File: src/rtl/ldpc_pkg.sv
// Shared definitions for the 16-bit (8 data + 8 parity) LDPC code:
// group masks, check-to-group map, FSM states and the syndrome function.
package ldpc_pkg;

    localparam int N = 16;
    localparam int K = 8;
    localparam int M = 8;

    localparam logic [7:0] G_A = 8'h92;
    localparam logic [7:0] G_B = 8'h49;
    localparam logic [7:0] G_C = 8'h24;

    // Data mask used by check j, index 7 first
    localparam logic [M-1:0][K-1:0] CHK_MASK = {
        G_B, G_A, G_C, G_B, G_A, G_C, G_B, G_A
    };

    typedef enum logic [1:0] {
        S_IDLE,
        S_CHECK,
        S_OUT
    } state_t;

    function automatic logic [M-1:0] syndrome(input logic [N-1:0] cw);
        logic [M-1:0] s;
        s = '0;
        for (int j = 0; j < M; j++) begin
            s[j] = (^(cw[K-1:0] & CHK_MASK[j])) ^ cw[K+j];
        end
        return s;
    endfunction

endpackage

File: src/rtl/ldpc_flip_select.sv
// Combinational flip selection: syndrome, per-bit unsatisfied counts and
// the highest-index bit holding the maximum count.
module ldpc_flip_select
    import ldpc_pkg::*;
(
    input  logic [15:0] cw,
    output logic [7:0]  syn,
    output logic [3:0]  flip_idx,
    output logic        flip_en
);

    logic [1:0] cnt [N];
    logic [1:0] max_cnt;

    always_comb begin
        syn = syndrome(cw);
        for (int i = 0; i < N; i++) begin
            cnt[i] = 2'd0;
        end
        for (int i = 0; i < K; i++) begin
            for (int j = 0; j < M; j++) begin
                cnt[i] = cnt[i] + {1'b0, syn[j] & CHK_MASK[j][i]};
            end
        end
        for (int j = 0; j < M; j++) begin
            cnt[K+j] = {1'b0, syn[j]};
        end
    end

    // >= lets the later (higher) index win every tie
    always_comb begin
        max_cnt  = 2'd0;
        flip_idx = 4'd0;
        for (int i = 0; i < N; i++) begin
            if (cnt[i] >= max_cnt) begin
                max_cnt  = cnt[i];
                flip_idx = 4'(i);
            end
        end
        flip_en = (syn != 8'd0);
    end

endmodule

File: src/rtl/ldpc_bitflip_decoder.sv
// Iterative single-flip-per-cycle LDPC decoder with valid/ready handshakes
// on both the codeword input and the result output.
module ldpc_bitflip_decoder
    import ldpc_pkg::*;
#(
    parameter int DATA_WIDTH     = 8,
    parameter int CODEWORD_WIDTH = 16,
    parameter int MAX_ITER       = 4
) (
    input  logic                      clk,
    input  logic                      rst,
    input  logic                      in_valid,
    output logic                      in_ready,
    input  logic [CODEWORD_WIDTH-1:0] codeword_in,
    output logic                      out_valid,
    input  logic                      out_ready,
    output logic [DATA_WIDTH-1:0]     data_out,
    output logic [CODEWORD_WIDTH-1:0] codeword_out,
    output logic [3:0]                flip_count,
    output logic                      error_corrected,
    output logic                      error_detected
);

    state_t      state_q, state_d;
    logic [15:0] work_q, work_d;
    logic [15:0] orig_q, orig_d;
    logic [3:0]  iter_q, iter_d;
    logic [7:0]  data_q, data_d;
    logic [15:0] cw_out_q, cw_out_d;
    logic [3:0]  flips_q, flips_d;
    logic        corr_q, corr_d;
    logic        det_q, det_d;

    logic [7:0]  syn;
    logic [3:0]  flip_idx;
    logic        flip_en;

    ldpc_flip_select u_sel (
        .cw       (work_q),
        .syn      (syn),
        .flip_idx (flip_idx),
        .flip_en  (flip_en)
    );

    always_comb begin
        state_d  = state_q;
        work_d   = work_q;
        orig_d   = orig_q;
        iter_d   = iter_q;
        data_d   = data_q;
        cw_out_d = cw_out_q;
        flips_d  = flips_q;
        corr_d   = corr_q;
        det_d    = det_q;
        unique case (state_q)
            S_IDLE: begin
                if (in_valid) begin
                    work_d  = codeword_in;
                    orig_d  = codeword_in;
                    iter_d  = 4'd0;
                    state_d = S_CHECK;
                end
            end
            S_CHECK: begin
                if (!flip_en) begin
                    data_d   = work_q[7:0];
                    cw_out_d = work_q;
                    flips_d  = iter_q;
                    corr_d   = (iter_q != 4'd0);
                    det_d    = 1'b0;
                    state_d  = S_OUT;
                end else if (iter_q == 4'(MAX_ITER)) begin
                    // Failure reports the untouched input data
                    data_d   = orig_q[7:0];
                    cw_out_d = work_q;
                    flips_d  = iter_q;
                    corr_d   = 1'b0;
                    det_d    = 1'b1;
                    state_d  = S_OUT;
                end else begin
                    work_d = work_q ^ (16'd1 << flip_idx);
                    iter_d = iter_q + 4'd1;
                end
            end
            S_OUT: begin
                if (out_ready) begin
                    state_d = S_IDLE;
                end
            end
            default: state_d = S_IDLE;
        endcase
    end

    always_ff @(posedge clk) begin
        if (rst) begin
            state_q  <= S_IDLE;
            work_q   <= '0;
            orig_q   <= '0;
            iter_q   <= '0;
            data_q   <= '0;
            cw_out_q <= '0;
            flips_q  <= '0;
            corr_q   <= 1'b0;
            det_q    <= 1'b0;
        end else begin
            state_q  <= state_d;
            work_q   <= work_d;
            orig_q   <= orig_d;
            iter_q   <= iter_d;
            data_q   <= data_d;
            cw_out_q <= cw_out_d;
            flips_q  <= flips_d;
            corr_q   <= corr_d;
            det_q    <= det_d;
        end
    end

    assign in_ready        = (state_q == S_IDLE);
    assign out_valid       = (state_q == S_OUT);
    assign data_out        = data_q;
    assign codeword_out    = cw_out_q;
    assign flip_count      = flips_q;
    assign error_corrected = corr_q;
    assign error_detected  = det_q;

endmodule

File: config.mk
export PLATFORM = sky130hd
export DESIGN_NAME = ldpc_bitflip_decoder
export DESIGN_NICKNAME = d
export VERILOG_FILES = /design/src/rtl/ldpc_pkg.sv /design/src/rtl/ldpc_flip_select.sv /design/src/rtl/ldpc_bitflip_decoder.sv
export SDC_FILE = /design/constraint.sdc
export NUM_CORES = 1
export LEC_CHECK = 0
export BUFFER_PORTS_ARGS = -buffer_cell sky130_fd_sc_hd__buf_2
export CAP_MARGIN = 5
export CORE_AREA = 2 2 92 94
export CTS_CLUSTER_DIAMETER = 150
export DETAILED_ROUTE_END_ITERATION = 8
export DIE_AREA = 0 0 94 96
export PLACE_DENSITY_LB_ADDON = 0.08
export SKIP_LAST_GASP = 1
export SLEW_MARGIN = 20
export SYNTH_ARGS = -nofsm -noshare
export SYNTH_HDL_FRONTEND = slang
export SYNTH_HIERARCHICAL = 1
export SYNTH_SLANG_ARGS = --single-unit
File: constraint.sdc
create_clock -name clk -period 21.8 [get_ports clk]
set_input_delay 4.36 -clock clk [delete_from_list [all_inputs] [get_ports clk]]
set_output_delay 4.36 -clock clk [all_outputs]
set_load 0.1 [all_outputs]
==> reports/results.md, run 1 <==
## Synth
* **number of synthesis warnings** 6
* **total of flip-flops plus latches after synthesis** 60
* **number of enable flip-flop cells after synthesis** 0
* **Netlist cell types** 62
* **Synth Flop Type** sky130_fd_sc_hd__dfxtp_1
* **leading post-synthesis cells by cell area** sky130_fd_sc_hd__dfxtp_1 29%, sky130_fd_sc_hd__ha_1 9.9%, sky130_fd_sc_hd__mux2i_1 6.9%
* **Synth top area share** 28.7%
* **proportion of synthesized chip area in sequential cells** 28.7%
* **Post-Synthesis Mean Instance Area** 8.40 µm²
* **Net Count, Synth** 552
* **area of the mapped netlist** 4190 µm²
* **number of standard cells after synthesis** 499
* **cell taking the most area after synthesis** sky130_fd_sc_hd__dfxtp_1
* **share of flip-flops with an asynchronous set or reset** 0%

## Routing
* **iteration count of the initial detailed-routing pass** 7
* **number of DRC markers after the initial detailed-route iteration** 190
* **detailed-route wire length** 9980 µm
* **post-route DRC violation count** 0
* **DR WL/cell** 15.4 µm
* **Vias** 3666
* **Final ANT Viol Nets** 0
* **mean number of vias per cell** 5.67

## CTS
* **clock transition at the registers of the reported paths** 0.07 ns
* **clock tree from TritonCTS** done
* **quantity of hold-fixing buffers added after cts** 0
* **buffers from clock root to sink, at most** 2
* **buffer cell driving the clock tree root** sky130_fd_sc_hd__clkbuf_8
* **number of buffers created by CTS** 9
* **maximum level of the CTS H-tree** 3
* **clock insertion delay at the later pin of the skew report** 0.34 ns
* **Resize count post-CTS** 0
* **buffer count from post-CTS setup fixing** 0
* **total clock sinks** 60

## Outcome
* **status** finished, final reports clean

## Final layout
* **antenna diode instance count** 0
* **Final Net Count** 589
* **most frequent cells in the layout** 60 x sky130_fd_sc_hd__dfxtp_1, 50 x sky130_fd_sc_hd__buf_2, 44 x sky130_fd_sc_hd__a21oi_1
* **layout cell share with drive strength beyond 1** 19.4%
* **area growth from synthesis to layout** 10.0%
* **leading cell type in the layout, fill and taps excluded** sky130_fd_sc_hd__dfxtp_1

## Die
* **initial core utilization** 52.1%
* **Die Area** 9020 µm²
* **core area** 8050 µm²
* **overall die width** 94 µm
* **die span in y** 96 µm
* **Placement Rows** 33
* **I/O pin count** 52

## STA
* **slew at the pin with the worst max-slew slack** 1.03 ns
* **maximum frequency from static timing analysis** 52.7 MHz
* **Slew Viols, Final** 0
* **# setup viols final** 0
* **final hold violations** 0
* **setup slack after layout** 2.81 ns
* **normalized max-slew margin** 31.1%
* **Post-Route Skew** 0.00492 ns
* **Final Cycle Share** 87.1%
* **minimum period implied by the final worst setup slack** 18.99 ns
* **Final TNS setup** 0 ns
* **unrepaired setup endpoints after global routing** no

## Placed design
* **worst slack at placement** 3.12 ns
* **DP HPWL** 7370 µm
* **GPL Wtd Cong** 0.914
* **port buffer count** 51

## Critical path
* **largest incremental delay on the critical path** 0.68 ns
* **Critical Path Most Common Cell** sky130_fd_sc_hd__ha_1
* **top fanout value on the critical path** 10
* **slowest stage cell on the critical path** sky130_fd_sc_hd__a31oi_1
* **startpoint-to-endpoint class of the critical path** register to register
* **CP Capture Type** register
* **CP Data Arrival Time** 19.18 ns
* **worst path required time** 21.99 ns
* **sort of element at the start of the critical path** register

## GRT
* **number of global-route vias before repair** 3321
* **total global-route track usage** 22.6%
* **gr ovfl total** 0
* **initial antenna violation count** 0
* **wire length of the first global-routing pass** 16000 µm
* **largest net degree at the start of global routing** 61

## Min path
* **classification of the worst-slack hold path** register to register

## Job
* **Max-cap violations** 0

## area by class of cell
type / instances / area, µm²
Fill cell: 764 / 3440
Multi-Input combinational cell: 387 / 2700
Sequential cell: 60 / 1200
Timing Repair Buffer: 53 / 280
Clock buffer: 12 / 155
Tap cell: 105 / 131
Inverter: 25 / 93.8
Clock inverter: 4 / 47.5
## Yosys cell counts, types with 6 or more instances
master	instances
sky130_fd_sc_hd__a211oi_2	8
sky130_fd_sc_hd__a21oi_1	44
sky130_fd_sc_hd__a31oi_1	10
sky130_fd_sc_hd__and2_1	13
sky130_fd_sc_hd__buf_2	6
sky130_fd_sc_hd__clkbuf_1	9
sky130_fd_sc_hd__dfxtp_1	60
sky130_fd_sc_hd__ha_1	33
sky130_fd_sc_hd__inv_1	25
sky130_fd_sc_hd__mux2i_1	29
sky130_fd_sc_hd__nand2_1	39
sky130_fd_sc_hd__nand2b_1	10
sky130_fd_sc_hd__nor2_1	40
sky130_fd_sc_hd__nor2_2	8
sky130_fd_sc_hd__nor2b_1	15
sky130_fd_sc_hd__nor3_1	6
sky130_fd_sc_hd__nor4_1	13
sky130_fd_sc_hd__o21ai_0	39
sky130_fd_sc_hd__xnor2_1	8
sky130_fd_sc_hd__xor2_1	8
## stage by stage
step | util, % | hold slack, ns | area (µm²) | std cells
after floorplan | - | 0.436 | 4190 | 499
after global placement | 54.5 | 0.441 | 4390 | 629
after detailed placement | 54.5 | 0.448 | 4390 | 629
after CTS | 57.0 | 0.457 | 4590 | 645
after global routing | 57.3 | 0.477 | 4610 | 646
final | 57.3 | 0.457 | 4610 | 646
## cell families (layout without fill, tap and decap cells)
kind of cell	count (synthesis)	in the layout	synth area share [%]
buf+inv	52	94	7.16
compound gates	142	142	21.9
simple gates	162	162	20.5
fa+ha+maj	33	33	9.85
flops	60	60	28.7
xor+xnor	17	17	3.91
mux	33	33	8.06
## layer usage
metal / global-route usage (%) / wire (µm)
met5: 0 / 0
met4: 10.9 / 204
met3: 2.74 / 418
met2: 39.2 / 4940
met1: 27.8 / 4420
## final timing paths
path	endpoint	slack [ns]	startpoint	depth (start not counted)
hold / removal	orig_q[2]	0.46	orig_q[2]	2
setup reg to reg	work_q[15]	2.81	work_q[7]	85
setup / recovery	work_q[15]	2.81	work_q[7]	85
hold reg to reg	orig_q[2]	0.46	orig_q[2]	2
## state kept, by name, summed over array words and instances, names as in the netlist
signal,cells
codeword_out,16
work_q,16
data_out,8
orig_q,8
flip_count,4
iter_q,4
state_q,2
error_corrected,1
error_detected,1
## critical path, delay by kind of cell, from the launching register on
kind / cells / cell delay, ns
fa+ha+maj: 16 / 4.39
mux: 4 / 1.32
flops: 1 / 0.45
compound gates: 35 / 7.78
xor+xnor: 2 / 0.85
simple gates: 24 / 3.58
buf+inv: 4 / 0.43
Power of run 1 is left out: the tool's default activity adds up to more than one toggle a clock period on the data nets, which glitch-free logic cannot reach.
==> run 2, diff against run 1 <==
--- a/config.mk
+++ b/config.mk
@@ -11,6 +11,7 @@
 export CTS_CLUSTER_DIAMETER = 150
 export DETAILED_ROUTE_END_ITERATION = 8
 export DIE_AREA = 0 0 94 96
+export GPL_TIMING_DRIVEN = 0
 export PLACE_DENSITY_LB_ADDON = 0.08
 export SKIP_LAST_GASP = 1
 export SLEW_MARGIN = 20
==> reports/results.md, run 2 (synthesized netlist as in run 1, its figures left out) <==
## Routing
* **Final ANT Viol Nets** 0, unchanged
* **Vias** 3774, +2.9%
* **number of DRC markers after the initial detailed-route iteration** 254, +34%
* **post-route DRC violation count** 0, unchanged
* **iteration count of the initial detailed-routing pass** 4, -3
* **detailed-route wire length** 10600 µm, +6.3%
* **DR WL/cell** 15.8 µm, +2.5%
* **mean number of vias per cell** 5.63, -0.74%

## Die
* **initial core utilization** 52.1%, unchanged
* **overall die width** 94 µm, unchanged
* **die span in y** 96 µm, unchanged
* **core area** 8050 µm², unchanged
* **I/O pin count** 52, unchanged
* **Placement Rows** 33, unchanged
* **Die Area** 9020 µm², unchanged

## STA
* **Post-Route Skew** 0.00701 ns, +0.00209 ns
* **Final Cycle Share** 86.1%, -1.0 points
* **minimum period implied by the final worst setup slack** 18.77 ns, -0.217 ns
* **final hold violations** 0, unchanged
* **# setup viols final** 0, unchanged
* **Slew Viols, Final** 0, unchanged
* **slew at the pin with the worst max-slew slack** 0.636 ns, -0.394 ns
* **normalized max-slew margin** 57.1%, +26 points
* **Final TNS setup** 0 ns, unchanged
* **maximum frequency from static timing analysis** 53.3 MHz, +1.2%
* **setup slack after layout** 3.03 ns, +0.217 ns
* **unrepaired setup endpoints after global routing** no

## CTS
* **maximum level of the CTS H-tree** 3, unchanged
* **clock insertion delay at the later pin of the skew report** 0.34 ns, about the same
* **total clock sinks** 60, unchanged
* **buffers from clock root to sink, at most** 2, unchanged
* **buffer cell driving the clock tree root** sky130_fd_sc_hd__clkbuf_8
* **number of buffers created by CTS** 9, unchanged
* **clock transition at the registers of the reported paths** 0.07 ns, about the same
* **quantity of hold-fixing buffers added after cts** 0, unchanged
* **clock tree from TritonCTS** done
* **Resize count post-CTS** 0, unchanged
* **buffer count from post-CTS setup fixing** 0, unchanged

## Final layout
* **most frequent cells in the layout** 60 x sky130_fd_sc_hd__dfxtp_1, 56 x sky130_fd_sc_hd__buf_2, 44 x sky130_fd_sc_hd__a21oi_1
* **antenna diode instance count** 0, unchanged
* **leading cell type in the layout, fill and taps excluded** sky130_fd_sc_hd__dfxtp_1
* **area growth from synthesis to layout** 13.9%
* **layout cell share with drive strength beyond 1** 20.9%, +1.5 points
* **Final Net Count** 613, +4.1%

## Placed design
* **worst slack at placement** 3.22 ns, +0.0934 ns
* **DP HPWL** 8150 µm, +11%
* **port buffer count** 50, -2.0%
* **GPL Wtd Cong** 0.901, -1.4%

## Outcome
* **status** finished, final reports clean

## Min path
* **classification of the worst-slack hold path** register to register

## Critical path
* **slowest stage cell on the critical path** sky130_fd_sc_hd__xnor3_2
* **top fanout value on the critical path** 9, -1
* **CP Capture Type** register
* **largest incremental delay on the critical path** 0.56 ns, -0.12 ns
* **Critical Path Most Common Cell** sky130_fd_sc_hd__ha_1
* **sort of element at the start of the critical path** register
* **CP bufs+invs** 5, +1
* **startpoint-to-endpoint class of the critical path** register to register
* **CP Data Arrival Time** 18.98 ns, -0.20 ns
* **family with the most delay on the worst path** compound AO/OA/AOI/OAI gates
* **worst path required time** 22.01 ns, +0.02 ns

## GRT
* **largest net degree at the start of global routing** 11, -82%
* **wire length of the first global-routing pass** 17400 µm, +8.7%
* **gr ovfl total** 0, unchanged
* **total global-route track usage** 24.7%, +2.1 points
* **number of global-route vias before repair** 3680, +11%
* **initial antenna violation count** 0, unchanged

## Job
* **Max-cap violations** 0, unchanged

-- run 2: changes by cell type in the layout (fill, tap and decap cells not counted), sizes merged --
cell,previous run,this run
buf,53,68
clkbuf,12,21
-- run 2: path summary, 6_finish.rpt --
kind	from	endpoint	slack [ns]	cells after the start
worst min register to register	orig_q[7]	orig_q[7]	0.45	2
worst max-delay path	work_q[7]	work_q[5]	3.03	85
worst min-delay path	orig_q[7]	orig_q[7]	0.45	2
worst max register to register	work_q[7]	work_q[5]	3.03	85
-- run 2: cell type report --
type | count | area (µm²)
buffer | 27 | 206
clock buffer | 12 | 155
clock inverter | 4 | 47.5
fill | 747 | 3280
inverter | 25 | 93.8
multi-input combinational | 387 | 2690
sequential | 60 | 1200
tap | 105 | 131
timing repair buffer | 50 | 250
-- run 2: worst reg2reg max path: cells and delay by family (launching register included) --
kind            cells  cell delay (ns)
compound gates     32             6.95
xor+xnor            2             0.86
simple gates       26             4.01
buf+inv             5             0.64
fa+ha+maj          16             4.41
mux                 4             1.32
flops               1             0.47
-- run 2: per-stage QoR --
step,hold slack [ns],utilization [%],cells,area (µm²)
global placement,0.442,56.8,654,4570
floorplan,0.436,-,499,4190
CTS,0.457,59.3,670,4780
finish,0.454,59.3,670,4780
global route,0.482,59.3,670,4780
detailed placement,0.448,56.8,654,4570
-- run 2: layer usage --
layer / wire [µm] / GRT usage (%)
met3: 514 / 4.54
met1: 4470 / 28.7
met4: 370 / 12.4
met2: 5250 / 43.7
met5: 0 / 0
Power of run 2 is left out for the same reason.
==> run 3, diff against run 2 <==
--- a/config.mk
+++ b/config.mk
@@ -12,7 +12,7 @@
 export DETAILED_ROUTE_END_ITERATION = 8
 export DIE_AREA = 0 0 94 96
 export GPL_TIMING_DRIVEN = 0
-export PLACE_DENSITY_LB_ADDON = 0.08
+export PLACE_DENSITY = 0.81
 export SKIP_LAST_GASP = 1
 export SLEW_MARGIN = 20
 export SYNTH_ARGS = -nofsm -noshare
==> constraint.sdc (replaced) <==
create_clock -name clk -period 21.8 [get_ports clk]
set_input_delay 2.18 -clock clk [delete_from_list [all_inputs] [get_ports clk]]
set_output_delay 2.18 -clock clk [all_outputs]
set_load 0.1 [all_outputs]
==> reports/results.md, run 3 (synthesized netlist as in run 1, its figures left out) <==
## Die
* **core area** 8050 µm², unchanged
* **overall die width** 94 µm, unchanged
* **initial core utilization** 52.1%, unchanged
* **die span in y** 96 µm, unchanged
* **Die Area** 9020 µm², unchanged
* **I/O pin count** 52, unchanged
* **Placement Rows** 33, unchanged

## STA
* **normalized max-slew margin** 55.9%, -1.2 points
* **maximum frequency from static timing analysis** 52.0 MHz, -2.4%
* **Final Cycle Share** 88.2%, +2.1 points
* **Final TNS setup** 0 ns, unchanged
* **slew at the pin with the worst max-slew slack** 0.661 ns, +0.0247 ns
* **# setup viols final** 0, unchanged
* **setup slack after layout** 2.57 ns, -0.460 ns
* **unrepaired setup endpoints after global routing** no
* **Post-Route Skew** 0.00562 ns, -0.00138 ns
* **final hold violations** 0, unchanged
* **minimum period implied by the final worst setup slack** 19.23 ns, +0.460 ns
* **Slew Viols, Final** 0, unchanged

## GRT
* **gr ovfl total** 0, unchanged
* **number of global-route vias before repair** 3653, -0.73%
* **total global-route track usage** 24.7%, -0.066 points
* **initial antenna violation count** 0, unchanged
* **wire length of the first global-routing pass** 17400 µm, about the same
* **largest net degree at the start of global routing** 11, unchanged

## Final layout
* **Non-Filler Instances** 670, unchanged
* **layout cell share with drive strength beyond 1** 20.9%, unchanged
* **area growth from synthesis to layout** 13.1%
* **leading cell type in the layout, fill and taps excluded** sky130_fd_sc_hd__dfxtp_1
* **final core area utilization** 58.9%, -0.42 points
* **Fill cells** 738, -1.2%
* **area taken by multi-input logic gates** 2690 µm², unchanged
* **sequential standard cell area** 1200 µm², unchanged
* **most frequent cells in the layout** 60 x sky130_fd_sc_hd__dfxtp_1, 56 x sky130_fd_sc_hd__buf_2, 44 x sky130_fd_sc_hd__a21oi_1
* **Final Net Count** 613, unchanged
* **antenna diode instance count** 0, unchanged

## Placed design
* **number of cells after detailed placement** 654, unchanged
* **GPL Wtd Cong** 0.942, +4.6%
* **DP HPWL** 8180 µm, +0.38%
* **worst slack at placement** 3.09 ns, -0.127 ns
* **port buffer count** 50, unchanged

## Critical path
* **Critical Path Most Common Cell** sky130_fd_sc_hd__ha_1
* **worst path required time** 22.07 ns, +0.06 ns
* **source of the worst register-to-register timing path** work_q[7]
* **largest incremental delay on the critical path** 0.55 ns, about the same
* **family with the most delay on the worst path** compound AO/OA/AOI/OAI gates
* **CP Capture Type** register
* **register-to-register path setup slack** 2.57 ns, -0.46 ns
* **endpoint of the worst register-to-register path** work_q[5]
* **Reg2Reg Depth** 85, unchanged
* **last element of the critical path** work_q[5]
* **crit path launch** work_q[7]
* **slowest stage cell on the critical path** sky130_fd_sc_hd__xnor3_2
* **CP bufs+invs** 5, unchanged
* **CP Data Arrival Time** 19.50 ns, +0.52 ns
* **top fanout value on the critical path** 9, unchanged
* **sort of element at the start of the critical path** register
* **startpoint-to-endpoint class of the critical path** register to register
* **Critical Path Stages** 85, unchanged

## CTS
* **buffer cell driving the clock tree root** sky130_fd_sc_hd__clkbuf_8
* **maximum level of the CTS H-tree** 3, unchanged
* **number of buffers created by CTS** 9, unchanged
* **Resize count post-CTS** 0, unchanged
* **buffers from clock root to sink, at most** 2, unchanged
* **buffer count from post-CTS setup fixing** 0, unchanged
* **clock transition at the registers of the reported paths** 0.06 ns, about the same
* **quantity of hold-fixing buffers added after cts** 0, unchanged
* **clock tree from TritonCTS** done
* **total clock sinks** 60, unchanged
* **clock insertion delay at the later pin of the skew report** 0.34 ns, about the same

## Routing
* **number of DRC markers after the initial detailed-route iteration** 272, +7.1%
* **mean number of vias per cell** 5.77, +2.5%
* **Vias** 3868, +2.5%
* **Final ANT Viol Nets** 0, unchanged
* **detailed-route wire length** 10600 µm, +0.30%
* **iteration count of the initial detailed-routing pass** 5, +1
* **post-route DRC violation count** 0, unchanged
* **DR WL/cell** 15.9 µm, +0.30%

## Outcome
* **status** finished, final reports clean

## Job
* **Max-cap violations** 0, unchanged

## Min path
* **classification of the worst-slack hold path** register to register

## run 3: cell count changes in the layout (fill, tap and decap cells not counted), sizes merged
| cell | previous run | this run |
|---|---|---|
| bufinv | 1 | 0 |
| clkbuf | 21 | 20 |
| clkinv | 2 | 4 |
## run 3: final cells by class
cell class	instances	share of cell area (%)
buffer	27	4.35
inverter	25	1.98
clock buffer	11	2.98
sequential	60	25.3
multi-input combinational	387	56.7
clock inverter	5	0.580
timing repair buffer	50	5.28
tap	105	2.77
## run 3: metal layers
| layer | up-vias | GRT usage (%) | routed length [µm] |
|---|---|---|---|
| li1 | 1888 | - | - |
| met5 | - | 0 | 0 |
| met1 | 1791 | 31.1 | 4560 |
| met4 | 0 | 11.4 | 383 |
| met3 | 35 | 3.99 | 553 |
| met2 | 154 | 41.5 | 5140 |
## run 3: worst min-delay path by stage
stage / startpoint / slack (ns) / end / cells after the start
floorplan: orig_q[0] / 0.44 / orig_q[0] / 2
global placement: orig_q[6] / 0.44 / orig_q[6] / 2
detailed placement: orig_q[5] / 0.45 / orig_q[5] / 2
CTS: orig_q[5] / 0.46 / orig_q[5] / 2
global route: orig_q[4] / 0.47 / orig_q[4] / 2
finish: orig_q[7] / 0.46 / orig_q[7] / 2
## run 3: through the flow
stage | area, µm² | hold slack (ns)
final | 4740 | 0.457
after floorplan | 4190 | 0.436
after CTS | 4740 | 0.456
after global routing | 4740 | 0.474
after global placement | 4570 | 0.441
after detailed placement | 4570 | 0.448
## run 3: worst reg2reg max path, delay by kind of cell, from the launching register on
kind	cells	cell delay [ns]
xor+xnor	2	0.88
buf+inv	5	0.66
compound gates	31	7.18
mux	4	1.37
simple gates	27	4.25
flops	1	0.45
fa+ha+maj	16	4.34
Power of run 3 is left out for the same reason.
